**src/rtl/adf4158_lock_monitor_if.sv**
```systemverilog
// Status/control bundle between the ADF4158 lock monitor and the radar controller.
interface adf4158_lock_monitor_if;
  logic        i_start;
  logic        i_muxout;
  logic        o_locked;
  logic        o_lock_fault;
  logic        o_busy;
  logic        o_lost_lock;
  logic [7:0]  o_lost_lock_cnt;
  logic [19:0] o_lock_time;

  modport slave (
    input  i_start, i_muxout,
    output o_locked, o_lock_fault, o_busy, o_lost_lock, o_lost_lock_cnt, o_lock_time
  );

  modport master (
    output i_start, i_muxout,
    input  o_locked, o_lock_fault, o_busy, o_lost_lock, o_lost_lock_cnt, o_lock_time
  );
endinterface

```
**src/rtl/adf4158_lock_monitor.sv**
```systemverilog
// Qualifies the ADF4158 MUXOUT digital lock detect into lock, timeout,
// acquisition-time and loss-of-lock status.
module adf4158_lock_monitor #(
  parameter logic [15:0] LOCK_CYCLES    = 16'd1000,
  parameter logic [15:0] UNLOCK_CYCLES  = 16'd8,
  parameter logic [19:0] TIMEOUT_CYCLES = 20'd400000
) (
  input  logic                   i_clk,
  input  logic                   i_rst,
  adf4158_lock_monitor_if.slave  bus
);

  typedef enum logic [1:0] {
    ST_IDLE   = 2'd0,
    ST_ACQ    = 2'd1,
    ST_LOCKED = 2'd2,
    ST_FAULT  = 2'd3
  } state_t;

  state_t      r_state;
  logic [1:0]  r_sync;
  logic [19:0] r_timer;
  logic [15:0] r_run_hi;
  logic [15:0] r_run_lo;
  logic [7:0]  r_lost_cnt;
  logic [19:0] r_lock_time;
  logic        r_lost_lock;

  logic        w_mux_s;
  logic [15:0] w_run_hi_inc;
  logic [15:0] w_run_lo_inc;
  logic [7:0]  w_lost_cnt_inc;

  assign w_mux_s        = r_sync[1];
  assign w_run_hi_inc   = (r_run_hi == '1)   ? r_run_hi   : r_run_hi + 16'd1;
  assign w_run_lo_inc   = (r_run_lo == '1)   ? r_run_lo   : r_run_lo + 16'd1;
  assign w_lost_cnt_inc = (r_lost_cnt == '1) ? r_lost_cnt : r_lost_cnt + 8'd1;

  always_ff @(posedge i_clk) begin
    if (i_rst) begin
      r_state     <= ST_IDLE;
      r_sync      <= '0;
      r_timer     <= '0;
      r_run_hi    <= '0;
      r_run_lo    <= '0;
      r_lost_cnt  <= '0;
      r_lock_time <= '0;
      r_lost_lock <= 1'b0;
    end else begin
      r_sync      <= {r_sync[0], bus.i_muxout};
      r_lost_lock <= 1'b0;
      // A start pulse outranks every state-local event, including a
      // simultaneous loss of lock, so restarts never count as loss events.
      if (bus.i_start) begin
        r_state  <= ST_ACQ;
        r_timer  <= '0;
        r_run_hi <= '0;
        r_run_lo <= '0;
      end else begin
        case (r_state)
          ST_ACQ: begin
            r_timer  <= r_timer + 20'd1;
            r_run_hi <= w_mux_s ? w_run_hi_inc : '0;
            if (w_mux_s && (r_run_hi == LOCK_CYCLES - 16'd1)) begin
              r_state     <= ST_LOCKED;
              r_lock_time <= r_timer;
              r_run_lo    <= '0;
            end else if (r_timer == TIMEOUT_CYCLES - 20'd1) begin
              r_state <= ST_FAULT;
            end
          end
          ST_LOCKED: begin
            if (!w_mux_s && (r_run_lo == UNLOCK_CYCLES - 16'd1)) begin
              r_state     <= ST_ACQ;
              r_lost_lock <= 1'b1;
              r_lost_cnt  <= w_lost_cnt_inc;
              r_timer     <= '0;
              r_run_hi    <= '0;
              r_run_lo    <= '0;
            end else begin
              r_run_lo <= w_mux_s ? '0 : w_run_lo_inc;
            end
          end
          default: begin
          end
        endcase
      end
    end
  end

  assign bus.o_locked        = (r_state == ST_LOCKED);
  assign bus.o_lock_fault    = (r_state == ST_FAULT);
  assign bus.o_busy          = (r_state == ST_ACQ);
  assign bus.o_lost_lock     = r_lost_lock;
  assign bus.o_lost_lock_cnt = r_lost_cnt;
  assign bus.o_lock_time     = r_lock_time;

endmodule

```
**src/flat_wrapper.sv**
```systemverilog
// flat-port wrapper written by rule: the top's interface ports become plain ports
module adf4158_lock_monitor_flat 
#(
  parameter logic [15:0] LOCK_CYCLES    = 16'd1000,
  parameter logic [15:0] UNLOCK_CYCLES  = 16'd8,
  parameter logic [19:0] TIMEOUT_CYCLES = 20'd400000
)
  (i_clk, i_rst, bus_i_start, bus_i_muxout, bus_o_locked, bus_o_lock_fault, bus_o_busy, bus_o_lost_lock, bus_o_lost_lock_cnt, bus_o_lock_time);
  adf4158_lock_monitor_if bus_i ();
  input  logic i_clk;
  input  logic i_rst;
  input wire logic [$bits(bus_i.i_start)-1:0] bus_i_start;
  input wire logic [$bits(bus_i.i_muxout)-1:0] bus_i_muxout;
  output wire logic [$bits(bus_i.o_locked)-1:0] bus_o_locked;
  output wire logic [$bits(bus_i.o_lock_fault)-1:0] bus_o_lock_fault;
  output wire logic [$bits(bus_i.o_busy)-1:0] bus_o_busy;
  output wire logic [$bits(bus_i.o_lost_lock)-1:0] bus_o_lost_lock;
  output wire logic [$bits(bus_i.o_lost_lock_cnt)-1:0] bus_o_lost_lock_cnt;
  output wire logic [$bits(bus_i.o_lock_time)-1:0] bus_o_lock_time;
  assign bus_i.i_start = bus_i_start;
  assign bus_i.i_muxout = bus_i_muxout;
  assign bus_o_locked = bus_i.o_locked;
  assign bus_o_lock_fault = bus_i.o_lock_fault;
  assign bus_o_busy = bus_i.o_busy;
  assign bus_o_lost_lock = bus_i.o_lost_lock;
  assign bus_o_lost_lock_cnt = bus_i.o_lost_lock_cnt;
  assign bus_o_lock_time = bus_i.o_lock_time;
  adf4158_lock_monitor #(.LOCK_CYCLES(LOCK_CYCLES), .UNLOCK_CYCLES(UNLOCK_CYCLES), .TIMEOUT_CYCLES(TIMEOUT_CYCLES)) u_core (.i_clk(i_clk), .i_rst(i_rst), .bus(bus_i));
endmodule
```
**config.mk**
```make
export PLATFORM = sky130hd
export DESIGN_NAME = adf4158_lock_monitor_flat
export DESIGN_NICKNAME = d
export VERILOG_FILES = /design/src/rtl/adf4158_lock_monitor_if.sv /design/src/rtl/adf4158_lock_monitor.sv /design/src/flat_wrapper.sv
export SDC_FILE = /design/constraint.sdc
export NUM_CORES = 1
export LEC_CHECK = 0
export ABC_CLOCK_PERIOD_IN_PS = 2700
export CORE_UTILIZATION = 50
export DETAILED_ROUTE_END_ITERATION = 10
export PLACE_DENSITY = 0.82
export SYNTH_ARGS = -nofsm -noshare
export SYNTH_HDL_FRONTEND = slang
export SYNTH_SLANG_ARGS = --single-unit
export TNS_END_PERCENT = 1
```
**constraint.sdc**
```tcl
create_clock -name i_clk -period 2.7 [get_ports i_clk]
set_input_delay 0.54 -clock i_clk [delete_from_list [all_inputs] [get_ports i_clk]]
set_output_delay 0.54 -clock i_clk [all_outputs]
set_load 0.1 [all_outputs]
```
-- After elaboration in Yosys (flattened, before gate mapping)
Index checks and enable logic that the tools add are counted.
- flip-flop bits (word level): 85
- input bits: 4
- output and inout bits: 32
- logic and storage cells: 63
- $add $sub $neg: 4
- equal/unequal tests: 16
- mux-type cells: 17
- bitwise logic cells: 3
- reduce and logical (&&, ||, !) cells: 14
- operators by type and width (cell ; number):
    $mux W16 ; 7
    $pmux W16 S2 ; 2
    $pmux W20 S2 ; 1
    $add A16 B1 Y16 const B ; 2
    $eq A16 B16 Y1 const B ; 2
    $add A20 B1 Y20 const B ; 1
    $eq A20 B19 Y1 const B ; 1
    $mux W20 ; 1
    $eq A16 B10 Y1 const B ; 1
    $eq A16 B3 Y1 const B ; 1
    $reduce_and A3 Y1 ; 5
    $add A8 B1 Y8 const B ; 1
    $eq A8 B8 Y1 const B ; 1
    $mux W2 ; 3
    $eq A2 B2 Y1 const B ; 2
    $ne A2 B1 Y1 const B ; 2
    $ne A4 B2 Y1 const B ; 1
    $ne A4 B3 Y1 const B ; 1
    $pmux W2 S2 ; 1
    $reduce_and A4 Y1 ; 1
    $ne A3 B1 Y1 const B ; 1
    $ne A3 B2 Y1 const B ; 1
    $ne A3 B3 Y1 const B ; 1
    $not A1 Y1 ; 3
    other kinds (9) ; 11

-- Depth between registers and ports, before layout
- word-level depth: 5
- mapped depth: 9

-- Least setup slack after synthesis
No wires, ideal clock.
- kind: flip-flop to flip-flop
- from: register u_core.r_state[0]
- to: register u_core.r_run_hi[11]
- arrival: 2.368 ns
- required time: 2.566 ns
- slack: 0.198 ns
- cell stages (with the launch flop): 8
- buffers on the path: 2
- cells stage by stage: dfxtp_1 inv_1 ha_1 clkbuf_1 a21oi_1 buf_2 o311ai_0 o31ai_1
- longest elaborated chain between the ends: 3
- elaborated cells on any way between the ends: 7
- those cells by class: 4 x eq/ne; 1 x mux; 2 x reduce/logical
- RTL lines (item ; RTL line ; text):
    start: declaration ; adf4158_lock_monitor.sv:20 ; state_t r_state;
    start signal: assignment ; adf4158_lock_monitor.sv:41 ; r_state <= ST_IDLE;
    start signal: assignment ; adf4158_lock_monitor.sv:55 ; r_state <= ST_ACQ;
    start signal: assignment ; adf4158_lock_monitor.sv:65 ; r_state <= ST_LOCKED;
    $eq A2 B2 Y1 (*) ; - ;
    named net bus_o_locked ; flat_wrapper.sv:14 ; output wire logic [$bits(bus_i.o_locked)-1:0] bus_o_locked;
    $ne A2 B1 Y1 (no source line) or $reduce_bool A2 Y1 (tied branches) ; - ;
    $reduce_and A3 Y1 (no source line) ; - ;
    end signal: assignment ; adf4158_lock_monitor.sv:63 ; r_run_hi <= w_mux_s ? w_run_hi_inc : '0;
    end: declaration ; adf4158_lock_monitor.sv:23 ; logic [15:0] r_run_hi;
Mark *: on every way through the listed nets, which the timed path passes. The rest lies on a longest branch.
A chain may end at the register's enable or synchronous reset.

-- Worst setup path after layout
- from: register u_core.r_run_lo[0]
- to: register u_core.r_run_hi[13]
- longest elaborated chain between the ends: 4
- RTL lines (item ; RTL line ; text):
    start: declaration ; adf4158_lock_monitor.sv:24 ; logic [15:0] r_run_lo;
    start signal: assignment ; adf4158_lock_monitor.sv:81 ; r_run_lo <= w_mux_s ? '0 : w_run_lo_inc;
    $eq A16 B3 Y1 ; adf4158_lock_monitor.sv:73 ; if (!w_mux_s && (r_run_lo == UNLOCK_CYCLES - 16'd1)) begin
    $logic_and A1 B1 Y1 ; adf4158_lock_monitor.sv:73 ;
    $ne A2 B1 Y1 (no source line) ; - ;
    $reduce_and A3 Y1 (no source line) ; - ;
Every way passes these cells.

==> flow_summary.toml <==
[outcome]
outcome = "finished, final reports clean"

[sta]
rsz0062_at_grt = "no"
min_period_ps = 2540
hold_ws_ps = 455
fin_crit_sh_pct = 94.0
final.setup.worst_slack_ps = 161
tightest_slew_ps = 1260
slew_headroom_pct = 15.9
finalHoldViolations = 0
timing.fmax_ghz = 0.394
setup_viol = 0
slew_viol_final = 0
fin_skew_ps = 7.23
finalSetupTns_ps = 0

[hold_path]
min-delay-start = "u_core.r_sync[0]"
hp-class = "register to register"
hold_end = "u_core.r_sync[1]"
hold_depth = 1

[cells_and_area]
finalNonFillerCells = 637
antenna_cells = 0
layout-drive-gt1-share_pct = 14.1
nets = 539
fin_util_pct = 58.9
synthToLayoutAreaGrowth_pct = 13.5
fillers = 732
final_cell_area_mm2 = 0.00487

[clock_network]
clk_latency_ps = 360
postCtsSetupBuffers = 0
cts_tree = "built"
cts_inserted_buffers = 9
cts.sinks = 85
ctsHoldBuffers = 0
root_buffer = "clkbuf_8"
cts_resized = 0
cts.clk_slew.worst_paths_ps = 90
cts_buffer_depth = 2
cts-htree-levels = 3

[critical_path]
crit_fanout = 17
critPathLaunchType = "register"
rrSetupSlack_ps = 160
reg2reg_from = "u_core.r_run_lo[0]"
crit_arrival_ps = 2810
crit_path_end_kind = "register"
critical_path_class = "register to register"
required_ps = 2970
reg2regPathDepth = 6
rr_endpoint = "u_core.r_run_hi[13]"

[floorplan]
start_util_pct = 51.9
dieWidth_um = 94.6
io_pins = 36
die_area_mm2 = 0.00895
fp.dieH_um = 94.6
core_mm2 = 0.00826
rows = 33

[pwr]
p_total_mw = 2.32
p_per_area_mw_per_mm2 = 476
power.internal_mw = 1.73
power.clock.fraction_pct = 39.4
p_leak_nw = 1.59
pwr-share-comb_pct = 6.2
peakVddDrop_mv = 0.303
pwr-share-seq_pct = 54.5
netSwitchingFraction_pct = 25.5
p_switching_mw = 0.591

[global_routing]
grt_pass1_wl_um = 17700
grt_usage_pct = 24.8
antenna_found_initial = 0
grt_max_degree = 31
grt_pass1_vias = 3768
grt_overflow_total = 0

[place]
preCtsSetupSlack_ps = 237
place_inst = 622
dpl.hpwl_um = 7350
placedInstanceArea_mm2 = 0.00467
port_buffers = 35
place_congestion = 0.896

[logic_synthesis]
ys_seq_elements = 85
syn_area_mm2 = 0.00429
syn_inst = 499
synth_edf_count = 0
yosys_warnings = 0
synth_ff_type = "dfxtp_1"
avgSynthCellArea_um2 = 8.60
synth_cell_types = 62
ys_seq_area_share_pct = 39.7
synth_fp_nets = 510
async_flop_share_pct = 0

[detailed_routing]
drt_first_pass_iters = 5
vias = 4069
wirelength_um = 10600
drc_errors = 0
vias_per_cell = 6.39
routedWlPerCell_um = 16.7
ant_nets = 0
first_iter_violations = 365

[job]
cap_violations = 0
## routing by layer
| metal | vias up | GRT usage [%] | part of all wire (%) |
|---|---|---|---|
| met5 | - | 0 | 0 |
| met4 | 0 | 11.2 | 2.2 |
| met3 | 24 | 5.07 | 5.7 |
| met2 | 148 | 39.6 | 48 |
| met1 | 1935 | 32.2 | 44 |
| li1 | 1962 | - | - |
## cell families after synthesis
group	Yosys count	synth area share, %
xor+xnor	9	1.84
flops	85	39.7
compound gates	121	18.8
mux	22	5.13
buf+inv	39	3.82
fa+ha+maj	7	2.04
simple gates	216	28.7
## sequential cells by signal, indices dropped and copies added (netlist names)
register and count:
u_core.r_run_lo 16, u_core.r_run_hi 16, u_core.bus.o_lost_lock_cnt 8, u_core.bus.o_lost_lock 1
u_core.r_timer 20, u_core.bus.o_lock_time 20, u_core.r_state 2, u_core.r_sync 2
## worst max-delay path by stage
stage	startpoint	end	depth (start not counted)
2_1_floorplan	u_core.r_state[0]	u_core.r_run_hi[11]	7
3_3_place_gp	u_core.r_run_lo[0]	u_core.r_run_hi[8]	6
3_5_place_dp	u_core.r_run_lo[0]	u_core.r_run_hi[13]	6
4_1_cts	u_core.r_run_lo[0]	u_core.r_run_hi[13]	6
5_1_grt	u_core.r_run_lo[0]	u_core.r_run_hi[9]	6
6_report	u_core.r_run_lo[0]	u_core.r_run_hi[13]	6
## cells in the mapped netlist, drive strengths merged (2+ instances only)
master,number,area (um^2)
dfxtp,85,1700
nor2,55,214
a21oi,36,184
nand2,27,101
nand3,26,130
o21ai,24,120
nand4,23,150
mux2i,22,220
clkbuf,17,63.8
or3,16,100
o31ai,15,113
o311ai,13,114
buf,12,62.6
inv,10,37.5
nor3,9,56.3
nor4,9,75.1
and4,8,72.6
xor2,8,70.1
ha,7,87.6
nor4b,7,73.8
or4,7,56.3
a31oi,5,31.3
and3,5,31.3
a32o,4,40.0
a41oi,4,35.0
and2,4,25.0
nand2b,4,25.0
nor2b,4,25.0
o211ai,4,30.0
nor3b,3,22.5
o41ai,3,26.3
or2,3,18.8
nand4b,2,17.5
o32ai,2,17.5
## power groups by stage
stage	sequential (mW)	combinational, mW	clock (mW)
final	1.26	0.143	0.912
after global routing	1.26	0.152	0.987
after CTS	1.26	0.140	0.926
after detailed placement	1.29	0.139	0
after global placement	1.29	0.136	0
after floorplan	1.29	0.100	0
## cell type report
| type | count | area, um^2 | share of cell area, % |
|---|---|---|---|
| multi-input cells | 375 | 2430 | 49.9 |
| clock inverters | 6 | 71.3 | 1.47 |
| well taps | 105 | 131 | 2.70 |
| repair buffers | 47 | 373 | 7.66 |
| inverters | 10 | 37.5 | 0.771 |
| flip-flops and latches | 85 | 1700 | 35.0 |
| clock buffers | 9 | 124 | 2.54 |
## cell usage in the layout, fill, tap and decap left out, types with 8 or more instances in the layout
cell type	count
a21oi_1	35
buf_4	43
clkbuf_8	9
dfxtp_1	85
inv_1	10
mux2i_1	22
nand2_1	27
nand3_1	26
nand4_1	22
nor2_1	54
o21ai_0	22
o311ai_0	12
o31ai_1	15
or3_1	16
xor2_1	8
## worst max-delay path, cell delays in order (launching register included)
cell	delay, ps
dfxtp_1	360
ha_1	230
nor4b_2	180
and4_1	260
a21oi_1	1000
o311ai_0	290
o31ai_1	130
No activity file was read; power rests on OpenSTA's default activity.
